$ cat src/rtl/afu_dfh_walker.sv
// Avalon-MM read master that walks a DFH chain from word 0, latching the
// first node's AFU ID and counting the headers visited.
module afu_dfh_walker #(
    parameter int unsigned ADDR_WIDTH     = 16,
    parameter int unsigned MAX_FEATURES   = 8,
    parameter int unsigned TIMEOUT_CYCLES = 256
) (
    input  logic                  clk,
    input  logic                  reset,
    input  logic                  start,
    output logic                  busy,
    output logic                  done,
    output logic [2:0]            error,
    output logic [ADDR_WIDTH-1:0] avm_address,
    output logic                  avm_read,
    input  logic                  avm_waitrequest,
    input  logic [63:0]           avm_readdata,
    input  logic                  avm_readdatavalid,
    output logic [63:0]           afu_id_l,
    output logic [63:0]           afu_id_h,
    output logic [3:0]            feature_count,
    output logic [ADDR_WIDTH-1:0] last_hdr_addr
);

    localparam int unsigned TW = $clog2(TIMEOUT_CYCLES + 1);
    // Sum width wide enough that base + 21-bit step never wraps.
    localparam int unsigned SW = ((ADDR_WIDTH > 21) ? ADDR_WIDTH : 21) + 1;
    localparam logic [SW-1:0] ADDR_LIMIT = (SW'(1) << ADDR_WIDTH) - SW'(3);

    localparam logic [2:0] ERR_OK       = 3'd0;
    localparam logic [2:0] ERR_TIMEOUT  = 3'd1;
    localparam logic [2:0] ERR_TOO_LONG = 3'd2;
    localparam logic [2:0] ERR_ADDR_OVF = 3'd3;
    localparam logic [2:0] ERR_NOT_AFU  = 3'd4;

    typedef enum logic [2:0] {
        IDLE, RD_HDR, WAIT_HDR, RD_IDL, WAIT_IDL, RD_IDH, WAIT_IDH
    } state_t;

    state_t                state_q, state_d;
    logic [ADDR_WIDTH-1:0] base_q, base_d;
    logic                  hdr_eol_q, hdr_eol_d;
    logic [20:0]           hdr_step_q, hdr_step_d;
    logic [TW-1:0]         tmo_q, tmo_d;
    logic                  busy_q, busy_d;
    logic                  done_q, done_d;
    logic [2:0]            error_q, error_d;
    logic [63:0]           id_l_q, id_l_d;
    logic [63:0]           id_h_q, id_h_d;
    logic [3:0]            count_q, count_d;
    logic [ADDR_WIDTH-1:0] last_q, last_d;
    logic                  read_q, read_d;
    logic [ADDR_WIDTH-1:0] addr_q, addr_d;

    logic                  fin;
    logic [2:0]            fin_err;
    logic                  do_eval;
    logic                  ev_eol;
    logic [20:0]           ev_step;
    logic [3:0]            ev_cnt;
    logic [SW-1:0]         next_base;

    // State and output registers with synchronous reset.
    always_ff @(posedge clk) begin
        if (reset) begin
            state_q    <= IDLE;
            base_q     <= '0;
            hdr_eol_q  <= 1'b0;
            hdr_step_q <= '0;
            tmo_q      <= '0;
            busy_q     <= 1'b0;
            done_q     <= 1'b0;
            error_q    <= ERR_OK;
            id_l_q     <= '0;
            id_h_q     <= '0;
            count_q    <= '0;
            last_q     <= '0;
            read_q     <= 1'b0;
            addr_q     <= '0;
        end else begin
            state_q    <= state_d;
            base_q     <= base_d;
            hdr_eol_q  <= hdr_eol_d;
            hdr_step_q <= hdr_step_d;
            tmo_q      <= tmo_d;
            busy_q     <= busy_d;
            done_q     <= done_d;
            error_q    <= error_d;
            id_l_q     <= id_l_d;
            id_h_q     <= id_h_d;
            count_q    <= count_d;
            last_q     <= last_d;
            read_q     <= read_d;
            addr_q     <= addr_d;
        end
    end

    // Next-state: issue reads, capture responses, time out, evaluate next pointer.
    always_comb begin
        state_d    = state_q;
        base_d     = base_q;
        hdr_eol_d  = hdr_eol_q;
        hdr_step_d = hdr_step_q;
        tmo_d      = tmo_q;
        busy_d     = busy_q;
        done_d     = 1'b0;
        error_d    = error_q;
        id_l_d     = id_l_q;
        id_h_d     = id_h_q;
        count_d    = count_q;
        last_d     = last_q;
        read_d     = read_q;
        addr_d     = addr_q;
        fin        = 1'b0;
        fin_err    = ERR_OK;
        do_eval    = 1'b0;
        ev_eol     = hdr_eol_q;
        ev_step    = hdr_step_q;
        ev_cnt     = count_q;

        case (state_q)
            IDLE: begin
                if (start) begin
                    error_d = ERR_OK;
                    count_d = '0;
                    id_l_d  = '0;
                    id_h_d  = '0;
                    last_d  = '0;
                    base_d  = '0;
                    busy_d  = 1'b1;
                    read_d  = 1'b1;
                    addr_d  = '0;
                    state_d = RD_HDR;
                end
            end
            RD_HDR, RD_IDL, RD_IDH: begin
                if (!avm_waitrequest) begin
                    read_d  = 1'b0;
                    tmo_d   = '0;
                    state_d = (state_q == RD_HDR) ? WAIT_HDR :
                              (state_q == RD_IDL) ? WAIT_IDL : WAIT_IDH;
                end
            end
            WAIT_HDR, WAIT_IDL, WAIT_IDH: begin
                if (avm_readdatavalid) begin
                    if (state_q == WAIT_HDR) begin
                        count_d    = count_q + 4'd1;
                        last_d     = base_q;
                        hdr_eol_d  = avm_readdata[40];
                        hdr_step_d = avm_readdata[39:19];
                        if (count_q == 4'd0) begin
                            if (avm_readdata[63:60] != 4'h1) begin
                                fin     = 1'b1;
                                fin_err = ERR_NOT_AFU;
                            end else begin
                                read_d  = 1'b1;
                                addr_d  = base_q + ADDR_WIDTH'(1);
                                state_d = RD_IDL;
                            end
                        end else begin
                            do_eval = 1'b1;
                            ev_eol  = avm_readdata[40];
                            ev_step = avm_readdata[39:19];
                            ev_cnt  = count_q + 4'd1;
                        end
                    end else if (state_q == WAIT_IDL) begin
                        id_l_d  = avm_readdata;
                        read_d  = 1'b1;
                        addr_d  = base_q + ADDR_WIDTH'(2);
                        state_d = RD_IDH;
                    end else begin
                        id_h_d  = avm_readdata;
                        do_eval = 1'b1;
                    end
                end else if (tmo_q == TW'(TIMEOUT_CYCLES - 1)) begin
                    fin     = 1'b1;
                    fin_err = ERR_TIMEOUT;
                end else begin
                    tmo_d = tmo_q + TW'(1);
                end
            end
            default: state_d = IDLE;
        endcase

        next_base = SW'(base_q) + SW'(ev_step);

        if (do_eval) begin
            if (ev_eol || (ev_step == '0)) begin
                fin     = 1'b1;
                fin_err = ERR_OK;
            end else if (next_base > ADDR_LIMIT) begin
                fin     = 1'b1;
                fin_err = ERR_ADDR_OVF;
            end else if (ev_cnt == 4'(MAX_FEATURES)) begin
                fin     = 1'b1;
                fin_err = ERR_TOO_LONG;
            end else begin
                base_d  = ADDR_WIDTH'(next_base);
                read_d  = 1'b1;
                addr_d  = ADDR_WIDTH'(next_base);
                state_d = RD_HDR;
            end
        end

        if (fin) begin
            state_d = IDLE;
            busy_d  = 1'b0;
            done_d  = 1'b1;
            read_d  = 1'b0;
            error_d = fin_err;
        end
    end

    assign busy          = busy_q;
    assign done          = done_q;
    assign error         = error_q;
    assign avm_address   = addr_q;
    assign avm_read      = read_q;
    assign afu_id_l      = id_l_q;
    assign afu_id_h      = id_h_q;
    assign feature_count = count_q;
    assign last_hdr_addr = last_q;

endmodule

$ cat config.mk
export PLATFORM = sky130hd
export DESIGN_NAME = afu_dfh_walker
export DESIGN_NICKNAME = d
export VERILOG_FILES = /design/src/rtl/afu_dfh_walker.sv
export SDC_FILE = /design/constraint.sdc
export NUM_CORES = 1
export LEC_CHECK = 0
export BUFFER_PORTS_ARGS = -buffer_cell sky130_fd_sc_hd__buf_2
export CORE_MARGIN = 2
export CORE_UTILIZATION = 54
export CTS_CLUSTER_DIAMETER = 50
export DETAILED_ROUTE_END_ITERATION = 8
export PLACE_DENSITY = 0.9
export SLEW_MARGIN = 20
export SYNTH_ARGS = -nofsm -noshare
export SYNTH_HDL_FRONTEND = slang
export SYNTH_SLANG_ARGS = --single-unit
$ cat constraint.sdc
create_clock -name clk -period 7.4 [get_ports clk]
set_clock_uncertainty 0.15 [all_clocks]
set_input_delay 1.48 -clock clk [delete_from_list [all_inputs] [get_ports clk]]
set_output_delay 1.48 -clock clk [all_outputs]
set_load 0.005 [all_outputs]
==> results by stage <==
Routing:
- The detailed router placed 10500 vias in this run.
- The average wire per cell in the routed design is about 18 um.
- For this run, design rule violations remaining after detail routing come to 0.
- In this run the remaining antenna-violating nets after routing total 0.
- The DRC violation total after the first TritonRoute iteration is around 870.
- For this run, the detailed router's first-pass iteration total came to 5.
- The per-cell via count in the routed design is ~6.
- The routed wire length is between 30000 and 40000 um.

Global routing:
- Entering global routing, the biggest net connects 100 pins.
- Across every metal layer, demand over resource in global routing totals 0.289.
- The number of global-route vias before repair was 9272.
- The initial antenna violation count was 0.
- Global routing finished with a remaining overflow of 0.
- The first-pass GRT wire length is 47800 um.

Worst setup path:
- The path type of the worst setup path is input pin to flip-flop.
- The critical path goes through buf_2, and4bb_1, nand2b_1, buf_4, o21ai_0, ha_1, a21oi_1, o22ai_1, a32oi_1, a31oi_1, o221a_1, o41a_1, or4_1, nor3_4, buf_4, a211oi_1, a211oi_1.
- The type of element launching the critical path is an input pin.
- The depth of the worst register-to-register path is 18.
- The slack of the worst reg-to-reg path is ~1.2 ns.
- STA classifies the critical path endpoint as a flip-flop.
- The cell type of the slowest stage on the worst timing path is or4_1.
- The count of buffer and inverter cells on the critical path is 3.
- The capture instance of the worst register-to-register path is avm_address[9].
- The startpoint of the most critical register-to-register path is feature_count[0].
- The largest single stage delay on the critical path is between 0.6 and 0.7 ns.
- The critical path launch point is avm_readdatavalid.
- In this design, the largest share of critical-path delay is due to compound AO/OA/AOI/OAI gates.
- The highest fanout seen on the critical path is 33.
- The required time at the endpoint of the critical path is between 7 and 8 ns.
- STA puts the critical path data arrival time at approximately 6.7 ns.

Logic synthesis:
- Synthesis produced roughly 1300 cells.
- The mean instance size in the synthesized netlist is approximately 7.7 um^2.
- The number of nets produced by synthesis is around 1400.
- The dominant synthesized flop cell is dfxtp_1.
- The number of distinct library cell variants in the gate-level netlist after synthesis is 69.
- The cell area that synthesis handed to floorplanning was 10200 um^2.
- The share of synthesized area in the top cell type comes to 0.431.
- The total of warnings raised by yosys is 0.
- The commonest cells after synthesis are nand2_1 (228), dfxtp_1 (220), a21oi_1 (202), nor2_1 (137), nand3_1 (117).
- The proportion of register bits with asynchronous set or reset after synthesis is 0.
- The post-synthesis register bit count is 220.
- Of all cell types, the one taking the most synthesized area is dfxtp_1.
- The number of enable flip-flop cells after synthesis is 0.
- The most frequently used cell type in the post-synthesis netlist is nand2_1.
- The sequential fraction of the synthesis area is 0.431.
- By area the synthesized netlist is led by dfxtp_1 (43%), a21oi_1 (9.9%), nand2_1 (8.4%), nand3_1 (5.7%), nor2_1 (5.0%).

Clock network:
- At the later pin of the worst-skew pair, clock insertion delay measures between 0.5 and 0.6 ns.
- The clock tree from TritonCTS is yes.
- The total setup buffers inserted after CTS is 0.
- The tree built by TritonCTS fans out to 220 sinks.
- TritonCTS created 26 clock buffers.
- The clock slew seen by the registers of the worst setup and hold paths is ~0.060 ns.
- The number of cells upsized or downsized after cts is 0.
- In this run the number of H-tree levels came out at 1.
- The clock passes through at most 3 buffers.
- Buffers inserted to repair hold after CTS numbered 0.
- The root buffer cell is clkbuf_16.

Min path:
- The type of the worst min-delay path is flip-flop to flip-flop.
- The number of cells on the worst hold path is 2.
- The startpoint of the worst hold path is last_hdr_addr[14].
- For hold timing, the worst endpoint is last_hdr_addr[14].

Timing:
- The worst max-slew margin expressed relative to the limit is 0.317.
- At the pin with the least slew margin, the transition time is just over 1 ns.
- Setup total negative slack on the finished layout was measured at 0 ns.
- The final-report setup violation count is 0.
- The maximum clock rate is 155 MHz.
- Setup repair after global routing left no endpoint under its margin.
- The number of pins with negative max-slew slack in the final report came to 0.
- The time the final worst path needs with I/O delays and setup is roughly 6.4 ns.
- In the finished design, the share of the clock period the worst path needs comes to 0.869.
- The number of failing hold endpoints at the final stage is 0.

Placed design:
- The number of cells in the design after placement is between 1500 and 2000.
- After detailed placement, the total cell area comes to about 11000 um^2.
- Routability-driven placement finished with a final weighted congestion of 0.952.
- Input and output buffers added on the ports amount to between 200 and 250.
- The HPWL reported at the end of detailed placement is 21500 um.

Floorplan:
- The die footprint is approximately 20000 um^2.
- In this run the horizontal extent of the chip is 142 um.
- Pin placement for this block handled about 240 I/O pins.
- The total number of placement rows is 50.
- The effective utilization at floorplan is 0.548.
- The die height is 142 um.
- The core box area is 18600 um^2.

Status:
- The run finished with clean final reports.

Finish:
- Leaving out filler cells and counting taps, the final layout contains ~1800.
- Once layout is done, the placed cells without fillers occupy between 10000 and 15000 um^2.
- The net count of the finished layout is between 1500 and 2000.
- Of the cells placed in the final design, the portion with a size suffix greater than 1 is 0.205.
- 0 antenna diodes ended up in the layout.
- The number of filler instances in the final layout is 1592.
- In the final layout, flip-flops and latches occupy around 4400 um^2.
- The area of combinational cells with multiple inputs is 5410 um^2.
- The area growth from synthesis to layout is 20.7%.

Pwr:
- The power per unit of standard cell area is approximately 230 nW/um^2.
- Summed over all cells, the static leakage comes to just over 5 nW.
- The largest vdd supply drop is 0.207 mV.

Job:
- Max-cap violations in this run came to 0.
[per-stage QoR]
stage / setup slack, ns / hold slack [ns] / power (mW) / util
2_1_floorplan: 1.11 / 0.287 / 1.46 / -
3_3_place_gp: 0.735 / 0.288 / 1.57 / 0.613
3_5_place_dp: 0.617 / 0.294 / 1.57 / 0.613
4_1_cts: 1.10 / 0.300 / 2.87 / 0.661
5_1_grt: 0.574 / 0.318 / 2.96 / 0.661
6_report: 0.968 / 0.297 / 2.86 / 0.661
[cells in the final DEF, fill, tap and decap left out, types with 4 or more instances in the layout]
master	Yosys	layout
buf_2	8	237
nand2_1	228	228
dfxtp_1	220	220
a21oi_1	202	202
nor2_1	137	135
nand3_1	117	117
o21ai_0	45	45
clkbuf_16	0	26
ha_1	24	24
a211oi_1	20	20
nand4_1	15	15
xor2_1	14	14
xnor2_1	14	14
nand2b_1	14	13
and3_1	13	13
nor3_1	13	13
nor4_1	13	13
inv_1	12	12
a221oi_1	12	12
buf_4	1	12
a31oi_1	8	8
a21o_1	7	7
a32o_1	7	7
o22ai_1	6	6
a311oi_1	6	6
mux2i_1	6	6
a2bb2o_1	6	6
and2_1	5	5
or3_1	4	4
[state kept, by name, summed over array words and instances, names as in the netlist]
signal and count:
afu_id_h 64, afu_id_l 64, hdr_step_q 21, avm_address 16, base_q 16, last_hdr_addr 16, tmo_q 9, feature_count 4
error 3, state_q 3, avm_read 1, busy 1, done 1, hdr_eol_q 1
[cell families after synthesis]
kind of cell,after synthesis,share of synthesized area
xor gates and xnor gates,28,0.0240
buffers and inverters,109,0.0436
DFF,220,0.431
adders and majority gates,25,0.0314
and+or+nand+nor,579,0.255
AOI/OAI and AO/OA,354,0.208
muxes,7,0.00698
[worst max path at each step]
stage | endpoint | slack, ns | cells past startpoint
6_report | avm_address[9] | 0.97 | 17
5_1_grt | avm_address[9] | 0.57 | 17
4_1_cts | base_q[6] | 1.10 | 16
3_5_place_dp | avm_address[9] | 0.62 | 17
3_3_place_gp | base_q[6] | 0.73 | 16
2_1_floorplan | base_q[11] | 1.11 | 21
[worst min-delay path: stages, from the launching register on]
cell and delay (ns):
dfxtp_1 0.30, nand2_1 0.05, a21oi_1 0.05
[area by class of cell]
class | instances | share of cell area
clock buffers | 31 | 0.0559
flip-flops and latches | 220 | 0.357
clock inverters | 16 | 0.0164
multi-input cells | 993 | 0.439
inverters | 12 | 0.00365
well taps | 234 | 0.0237
repair buffers | 250 | 0.104
[report_power, final]
part | internal, mW | switching [mW] | total, mW
registers | 1.21 | 0.0207 | 1.23
logic | 0.0860 | 0.242 | 0.328
clock network | 0.783 | 0.523 | 1.31
[metal layers]
layer  global-route usage  share of wire
met5                    0              0
met4               0.0853          0.025
met3               0.0499          0.089
met2                0.461           0.46
met1                0.405           0.42
No activity file was read; power rests on OpenSTA's default activity.
